[config.mk]
export PLATFORM = sky130hd
export DESIGN_NAME = systolic_drain
export DESIGN_NICKNAME = d
export VERILOG_FILES = /design/src/rtl/systolic_drain_pkg.sv /design/src/rtl/systolic_drain_frame_transpose.sv /design/src/rtl/systolic_drain.sv
export SDC_FILE = /design/constraint.sdc
export NUM_CORES = 1
export LEC_CHECK = 0
export CAP_MARGIN = 20
export CORE_UTILIZATION = 51
export DETAILED_ROUTE_END_ITERATION = 7
export GPL_TIMING_DRIVEN = 0
export PLACE_DENSITY_LB_ADDON = 0.08
export SETUP_SLACK_MARGIN = 0.2
export SYNTH_ARGS = -nofsm -noshare
export SYNTH_HDL_FRONTEND = slang
export SYNTH_HIERARCHICAL = 1
export SYNTH_SLANG_ARGS = --single-unit
[constraint.sdc]
create_clock -name clk -period 6.4 [get_ports clk]
set_clock_uncertainty 0.05 [all_clocks]
set_input_delay 1.28 -clock clk [delete_from_list [all_inputs] [get_ports clk]]
set_output_delay 1.28 -clock clk [all_outputs]
set_load 0.03 [all_outputs]
[src/rtl/systolic_drain_pkg.sv]
// Shared systolic package: array geometry defaults and the drain FSM encoding.
package systolic_drain_pkg;

    localparam int unsigned DEF_ROWS    = 8;
    localparam int unsigned DEF_WIDTH   = 8;
    localparam int unsigned FRAME_CNT_W = 8;

    typedef enum logic {
        ST_IDLE = 1'b0,
        ST_SEND = 1'b1
    } drain_state_e;

    // Index width for a count of n words; never narrower than one bit.
    function automatic int unsigned idx_width(input int unsigned n);
        return (n > 1) ? $clog2(n) : 1;
    endfunction

endpackage

[src/rtl/systolic_drain_frame_transpose.sv]
// frame_transpose: combinational word selector over a captured result frame.
//   frame     : ROWS*WIDTH frame, row r at [r*WIDTH +: WIDTH]
//   idx       : word index to select
//   col_major : 0 = return row idx, 1 = return column idx (bit r = row r bit idx)
//   word      : selected WIDTH-bit word
module frame_transpose #(
    parameter int unsigned ROWS  = 8,
    parameter int unsigned WIDTH = 8,
    parameter int unsigned IDX_W = 3
) (
    input  logic [ROWS*WIDTH-1:0] frame,
    input  logic [IDX_W-1:0]      idx,
    input  logic                  col_major,
    output logic [WIDTH-1:0]      word
);

    // Mux-tree selection; constant loop bounds keep every index static.
    always_comb begin
        word = '0;
        if (!col_major) begin
            for (int unsigned r = 0; r < ROWS; r++) begin
                if (idx == IDX_W'(r)) begin
                    word = frame[r*WIDTH +: WIDTH];
                end
            end
        end else begin
            // Column bits only exist for rows that fit in the output word.
            for (int unsigned r = 0; r < ROWS; r++) begin
                for (int unsigned c = 0; c < WIDTH; c++) begin
                    if ((r < WIDTH) && (idx == IDX_W'(c))) begin
                        word[r] = frame[r*WIDTH + c];
                    end
                end
            end
        end
    end

endmodule

[src/rtl/systolic_drain.sv]
// systolic_drain: captures one result frame from the systolic array and drains
// it word by word (row- or column-major) over a valid/ready stream.
//   clk, rst_n  : clock, synchronous active-low reset
//   ena         : global enable, low freezes all state
//   load        : capture load_data / col_major (honoured only when idle)
//   load_data   : ROWS*WIDTH frame, row r at [r*WIDTH +: WIDTH]
//   col_major   : readout order for the captured frame
//   out_ready   : downstream accepts out_data
//   out_data    : current word (zero when out_valid is low)
//   out_valid   : out_data valid
//   busy        : frame captured and not fully drained
//   word_idx    : index of the word on offer
//   overrun     : sticky, load arrived while busy
//   frame_cnt   : fully drained frames, wrapping
module systolic_drain
    import systolic_drain_pkg::*;
#(
    parameter int unsigned ROWS  = DEF_ROWS,
    parameter int unsigned WIDTH = DEF_WIDTH
) (
    input  logic                          clk,
    input  logic                          rst_n,
    input  logic                          ena,
    input  logic                          load,
    input  logic [ROWS*WIDTH-1:0]         load_data,
    input  logic                          col_major,
    input  logic                          out_ready,
    output logic [WIDTH-1:0]              out_data,
    output logic                          out_valid,
    output logic                          busy,
    output logic [idx_width(ROWS)-1:0]    word_idx,
    output logic                          overrun,
    output logic [FRAME_CNT_W-1:0]        frame_cnt
);

    localparam int unsigned IDX_W = idx_width(ROWS);

    drain_state_e             state_q, state_d;
    logic [ROWS*WIDTH-1:0]    buf_q, buf_d;
    logic                     cm_q, cm_d;
    logic [IDX_W-1:0]         idx_q, idx_d;
    logic                     valid_q, valid_d;
    logic [WIDTH-1:0]         data_q, data_d;
    logic                     overrun_q, overrun_d;
    logic [FRAME_CNT_W-1:0]   fcnt_q, fcnt_d;

    logic                     capture_c;
    logic                     xfer_c;
    logic                     last_c;
    logic [WIDTH-1:0]         word_next_c;

    assign capture_c = ena && load && (state_q == ST_IDLE);
    assign xfer_c    = ena && valid_q && out_ready;
    assign last_c    = (idx_q == IDX_W'(ROWS - 1));

    // Next-state and control decode.
    always_comb begin
        state_d   = state_q;
        buf_d     = buf_q;
        cm_d      = cm_q;
        idx_d     = idx_q;
        valid_d   = valid_q;
        overrun_d = overrun_q;
        fcnt_d    = fcnt_q;
        if (ena) begin
            case (state_q)
                ST_IDLE: begin
                    if (load) begin
                        buf_d   = load_data;
                        cm_d    = col_major;
                        idx_d   = '0;
                        valid_d = 1'b1;
                        state_d = ST_SEND;
                    end
                end
                ST_SEND: begin
                    // A load during the final transfer still counts as overrun.
                    if (load) begin
                        overrun_d = 1'b1;
                    end
                    if (xfer_c) begin
                        if (last_c) begin
                            state_d = ST_IDLE;
                            valid_d = 1'b0;
                            idx_d   = '0;
                            fcnt_d  = fcnt_q + FRAME_CNT_W'(1);
                        end else begin
                            idx_d   = idx_q + IDX_W'(1);
                        end
                    end
                end
                default: begin
                    state_d = ST_IDLE;
                end
            endcase
        end
    end

    // The next word is looked up from the next-state buffer/index so that
    // out_data can be registered alongside out_valid.
    frame_transpose #(
        .ROWS  (ROWS),
        .WIDTH (WIDTH),
        .IDX_W (IDX_W)
    ) u_transpose (
        .frame     (buf_d),
        .idx       (idx_d),
        .col_major (cm_d),
        .word      (word_next_c)
    );

    // Output word only moves on capture or transfer; zero whenever invalid.
    always_comb begin
        data_d = data_q;
        if (capture_c || xfer_c) begin
            data_d = valid_d ? word_next_c : '0;
        end
    end

    // State registers.
    always_ff @(posedge clk) begin
        if (!rst_n) begin
            state_q   <= ST_IDLE;
            buf_q     <= '0;
            cm_q      <= 1'b0;
            idx_q     <= '0;
            valid_q   <= 1'b0;
            data_q    <= '0;
            overrun_q <= 1'b0;
            fcnt_q    <= '0;
        end else begin
            state_q   <= state_d;
            buf_q     <= buf_d;
            cm_q      <= cm_d;
            idx_q     <= idx_d;
            valid_q   <= valid_d;
            data_q    <= data_d;
            overrun_q <= overrun_d;
            fcnt_q    <= fcnt_d;
        end
    end

    assign out_data  = data_q;
    assign out_valid = valid_q;
    assign busy      = (state_q == ST_SEND);
    assign word_idx  = idx_q;
    assign overrun   = overrun_q;
    assign frame_cnt = fcnt_q;

endmodule

## Word level (Yosys, flattened, before mapping)

Cells that the tools add are included.

| storage, ports and cells | value |
|---|---|
| register bits after elaboration | 87 |
| bits in latches | 0 |
| bits in writable memories | 0 |
| ROM bits | 0 |
| input port bits | 70 |
| output and inout port bits | 22 |
| word-level logic and storage cells | 121 |
| memories kept | 0 |

| cells by class | value |
|---|---|
| add/subtract/negate cells | 2 |
| $mul | 0 |
| divide/modulo/power cells | 0 |
| $lt $le $gt $ge | 0 |
| eq/ne operators | 8 |
| shift-type cells | 0 |
| mux-type cells | 94 |
| bitwise logic cells | 1 |
| reductions and logical operators | 8 |

Operators with widths:

| cell | number |
|---|---|
| 64-bit 2-to-1 mux | 3 |
| 8-bit 2-to-1 mux | 10 |
| 1-bit 2-to-1 mux | 74 |
| 3-bit == test (second input constant) | 5 |
| 3-bit 2-to-1 mux | 4 |
| 8-bit by 1-bit adder with 8-bit output (second input constant) | 1 |
| 3-bit by 2-bit == test with 1-bit output (second input constant) | 2 |
| 3-bit case mux with 2 select lines | 1 |
| 1-bit logical AND | 4 |
| 1-bit case mux with 2 select lines | 2 |
| 4-bit AND reduction | 1 |
| 3-bit by 1-bit adder with 3-bit output (second input constant) | 1 |
| 3-bit by 1-bit == test with 1-bit output (second input constant) | 1 |
| 3-bit zero test | 1 |
| 3-bit AND reduction | 1 |
| 1-bit logical OR | 1 |
| 1-bit NOT | 1 |

## Depth between registers and ports, before layout

| depth | value |
|---|---|
| depth after elaboration | 16 |
| depth in mapped cells | 15 |
| mapped depth without buffers | 11 |

## Cells and area by module

Netlist, hierarchy kept.

By module, submodules not included:

| module | instances | cells each | area an instance (um^2) | sequential area each (um^2) |
|---|---|---|---|---|
| systolic_drain | 1 | 335 | 3,802.4 | 1,741.7 |
| frame_transpose | 1 | 155 | 1,256.2 | 0.0 |

## Worst setup path before layout

OpenSTA, ideal clock, no wires.

| timing path | value |
|---|---|
| path kind | input port to flip-flop |
| start | input port ena |
| end | register data_q[2] (netlist: out_data[2]) |
| library setup time | 130 ps |
| data arrival time | 3,069 ps |
| required time | 6,220 ps |
| slack | 3,152 ps |
| cell stages on the path | 11 |
| buffers on the path | 2 |
| path through | buf_4 > nand3_1 > mux2i_1 > a21oi_1 > buf_6 > mux2_1 > o221a_1 > a21oi_1 > o22ai_1 > inv_1 > o32ai_1 |

| on the way | value |
|---|---|
| cells in the longest elaborated chain, start to end | 16 |
| elaborated cells between the ends (all ways) | 39 |
| those cells by class | eq/ne: 7; mux: 26; reduce/logical: 6 |

RTL lines:

| item | RTL line | source |
|---|---|---|
| start: declaration | systolic_drain.sv:23 | `input logic ena,` |
| 1-bit logical AND (2 in series) | systolic_drain.sv:53 | `assign xfer_c = ena && valid_q && out_ready;` |
| 3-bit 2-to-1 mux | systolic_drain.sv:81 | `if (xfer_c) begin` |
| 3-bit case mux with 2 select lines | systolic_drain.sv:66 | `case (state_q)` |
| 3-bit 2-to-1 mux * | systolic_drain.sv:65 | `if (ena) begin` |
| net idx_d[1] | systolic_drain.sv:41 | `logic [IDX_W-1:0] idx_q, idx_d;` |
| 3-bit zero test | systolic_drain_frame_transpose.sv:22, systolic_drain_frame_transpose.sv:30 |  |
| 8-bit 2-to-1 mux or 1-bit 2-to-1 mux (tied branches) (8 in series) | systolic_drain_frame_transpose.sv:22, systolic_drain_frame_transpose.sv:30 |  |
| 8-bit 2-to-1 mux * | systolic_drain_frame_transpose.sv:20 | `if (!col_major) begin` |
| net word_next_c[2] | systolic_drain.sv:50 | `logic [WIDTH-1:0] word_next_c;` |
| 8-bit 2-to-1 mux * | systolic_drain.sv:116 | `data_d = valid_d ? word_next_c : '0;` |
| end signal: assignment | systolic_drain.sv:137 | `data_q <= data_d;` |
| end: declaration | systolic_drain.sv:43 | `logic [WIDTH-1:0] data_q, data_d;` |

Mark *: on every way through the listed nets, which the timed path passes. The rest lies on a longest branch.
A chain may end at the register's enable or synchronous reset.

## Worst setup path after layout

| timing path | value |
|---|---|
| start | input port out_ready |
| end | register data_q[1] (netlist: out_data[1]) |

| on the way | value |
|---|---|
| cells in the longest elaborated chain, start to end | 15 |
| elaborated cells between the ends (all ways) | 34 |
| those cells by class | eq/ne: 7; mux: 24; reduce/logical: 3 |

RTL lines:

| item | RTL line | source |
|---|---|---|
| start: declaration | systolic_drain.sv:27 | `input logic out_ready,` |
| 1-bit logical AND * | systolic_drain.sv:53 |  |
| 3-bit 2-to-1 mux * | systolic_drain.sv:81 |  |
| 3-bit case mux with 2 select lines * | systolic_drain.sv:66 |  |
| 3-bit 2-to-1 mux * | systolic_drain.sv:65 |  |
| net idx_d[2] | systolic_drain.sv:41 |  |
| 3-bit zero test | systolic_drain_frame_transpose.sv:22, systolic_drain_frame_transpose.sv:30 |  |
| 8-bit 2-to-1 mux or 1-bit 2-to-1 mux (tied branches) (8 in series) | systolic_drain_frame_transpose.sv:22, systolic_drain_frame_transpose.sv:30 |  |
| 8-bit 2-to-1 mux * | systolic_drain_frame_transpose.sv:20 |  |
| net word_next_c[1] | systolic_drain.sv:50 |  |
| 8-bit 2-to-1 mux * | systolic_drain.sv:116 |  |

Marked as above.

==> reports/qor.yml <==
pwr:
  ir_worst_vdd_mv: 0.1213
  p_per_area_nw_per_um2: 198.6
  seqPwrFrac_pct: 45.6
  p_int_mw: 0.9092
  switching_share_pct: 27.64
  clkPwrFrac_pct: 32.2
  leakagePower_nw: 2.515
  power_switching_mw: 0.3472
  combPwrFrac_pct: 22.3
worst_setup_path:
  path_max_fanout: 10
  r2r_slack_ns: 3.29
  worst_r2r_path_depth: 12
  path_class: "input port to register"
  cpLargestDelayFamily: "buffers and inverters"
  crit_buf_inv: 4
  crit_path_end_kind: "register"
  critPathLaunch: "out_ready"
  slowest_delay_ns: 0.59
  crit_end: "out_data[1]"
  required_ns: 6.58
  cp.depth: 11
  cp_slowest_cell: "clkdlybuf4s50_1"
  cp.arrival_ns: 4.09
  r2r_start: "busy"
  cp-start-kind: "input port"
  crit_chain: "clkdlybuf4s50_1 -> nand3_1 -> mux2i_1 -> o21ai_0 -> buf_2 -> buf_2 -> nand3_1 -> a211oi_1 -> o32ai_1 -> inv_1 -> o32ai_1"
  timing.rr.end: "out_data[1]"
timing:
  slew_viol_final: 0
  fmax_mhz: 255.9
  rsz0062_at_grt: "no"
  finalHoldViolCount: 0
  setup_viol: 0
  tightest_slew_ns: 0.6132
  tns_ns: 0
  min_period_ns: 3.908
  fin_worst_hold_slack_ns: 0.4380
  setup_slack_ns: 2.493
  relSlewSlack_pct: 59.12
  min_period_over_period_pct: 61.05
placed_design:
  dpl.hpwl_mm: 10.13
  place_ws_ns: 2.137
  port-buffer-count: 90
  gp_congestion: 0.9386
synthesis:
  synth_fp_nets: 563
  synth_edf_count: 0
  synthCells: 490
  async_flop_share_pct: 0
  ys_seq_area_share_pct: 34.43
  ys_ff_latch: 87
  netlist_area_um2: 5059
  synth_area_per_cell_um2: 10.32
  ys_types: 57
  yosysWarnings: 6
  synth-main-ff-cell: "dfxtp_1"
cells_and_area:
  layout_commonest_cell: "clkdlybuf4s50_1"
  final_cell_mix: "clkdlybuf4s50_1, dfxtp_1, and2_1, mux2_4, inv_1"
  antenna_cells: 0
  final_nets: 664
  drive_above_1_share_pct: 20.81
  area_growth_pct: 25.08
clock_network:
  cts_made_buffers: 9
  clk_pin_slew_ns: 0.10
  postCtsHoldBufs: 0
  cts_tree: "done"
  post_cts_resized: 0
  post-cts-setup-buffers: 0
  clock-sinks: 87
  clk_latency_ns: 0.36
  htreeDepth: 3
  clock_path_buffers: 2
  cts-root-buf: "clkbuf_8"
global_route:
  grt_pass1_wl_mm: 20.98
  grt_pass1_vias: 4020
  globalRouteOverflowTotal: 0
  grt_max_degree: 16
  gr-usage-all-layers_pct: 26.87
  antenna_found_initial: 0
drt:
  drcViolationCount: 0
  post_drt_via_cell_ratio: 5.683
  wl_per_cell_um: 18.42
  postRouteAntennaNets: 0
  first_pass_iters: 5
  vias: 4120
  wl_mm: 13.36
  first_iter_violations: 209
job:
  maxCapViolCount: 0
floorplan:
  die_h_um: 101.6
  core_um2: 9415
  initial_core_util_pct: 53.73
  fp-row-count: 35
  ios: 92
  die_w_um: 101.6
  die_area_um2: 10320
outcome:
  run_status: "completed"
hold_path:
  hold_class: "register to register"
==> routing by layer <==
layer | track usage, % | part of all wire (%) | routed length (um) | vias up
li1 | - | - | - | 1975
met1 | 35.21 | 45 | 6003 | 1987
met2 | 45.11 | 48 | 6416 | 141
met3 | 4.348 | 5.4 | 719 | 17
met4 | 8.696 | 1.6 | 219 | 0
met5 | 0 | 0 | 0 | -
==> power by group through the flow <==
stage                     logic, mW  clock network (mW)  registers [mW]
after floorplan               0.172                   0           0.590
after global placement        0.273                   0           0.584
after detailed placement      0.276                   0           0.586
after CTS                     0.278               0.412           0.573
after global routing          0.299               0.437           0.575
final                         0.280               0.404           0.573
==> worst reg2reg max path: stages (launching register included) <==
cell      delay, ns
dfxtp_1        0.49
clkbuf_1       0.34
o21ai_0        0.27
nand2_1        0.12
o21ai_0        0.17
buf_2          0.27
inv_2          0.08
clkbuf_1       0.37
o21ai_1        0.15
a221oi_1       0.33
o32ai_1        0.17
inv_1          0.09
o32ai_1        0.07
==> registers in the layout, indices dropped and copies added (netlist names) <==
register   flops
frame_cnt      8
cm_q           1
overrun        1
busy           1
out_valid      1
buf_q         64
out_data       8
word_idx       3
==> cell families after synthesis <==
kind of cell,count (synthesis),share of synthesized area (%)
flip-flops,87,34.43
AO/OA/AOI/OAI,95,12.66
multiplexers,101,28.39
adder cells (fa/ha/maj),3,0.7421
AND/OR/NAND/NOR,144,17.17
buffers and inverters,60,6.604
==> worst min path at each step <==
stage / startpoint / endpoint / cells past startpoint
floorplan: buf_q[54] / buf_q[54] / 2
global placement: overrun / overrun / 2
detailed placement: overrun / overrun / 2
CTS: out_data[6] / out_data[6] / 2
global route: out_data[3] / out_data[3] / 2
finish: overrun / overrun / 2
==> synthesized netlist by cell type, types with 4 or more instances <==
cell / n / area, um^2
o21ai_1: 11 / 55.05
dfxtp_1: 87 / 1742
a21oi_1: 19 / 95.09
mux2_4: 50 / 750.7
nor2_1: 9 / 33.78
o211ai_1: 5 / 37.54
nand2b_1: 7 / 43.79
mux2_1: 4 / 45.04
nand2_1: 19 / 71.32
mux4_2: 8 / 180.2
buf_6: 10 / 112.6
nand3b_1: 7 / 52.55
clkbuf_1: 14 / 52.55
and2_1: 66 / 412.9
nor3_1: 5 / 25.02
inv_1: 21 / 78.83
o32ai_1: 11 / 96.34
o21ai_0: 17 / 85.08
o221ai_1: 6 / 52.55
mux2_2: 17 / 191.4
nand3_1: 12 / 60.06
mux2i_1: 19 / 190.2
buf_2: 9 / 45.04
o22ai_1: 4 / 25.02
==> stage by stage <==
stage                     util, %  total power, mW  cell area (um^2)  std cells
after floorplan                 -           0.7624              5059        490
after global placement      65.01           0.8569              6121        709
after detailed placement    65.01           0.8619              6121        709
after CTS                   67.20            1.263              6327        725
after global routing        67.20            1.311              6327        725
final                       67.20            1.256              6327        725
==> final cells by class <==
type	count	area, um^2
Clock buffer	10	137.6
Buffer	38	251.5
Multi-Input combinational cell	343	2983
Timing Repair Buffer	90	900.9
Sequential cell	87	1742
Tap cell	129	161.4
Fill cell	771	3088
Inverter	22	82.58
Clock inverter	6	68.82
Power figures use the tool's default switching activity.
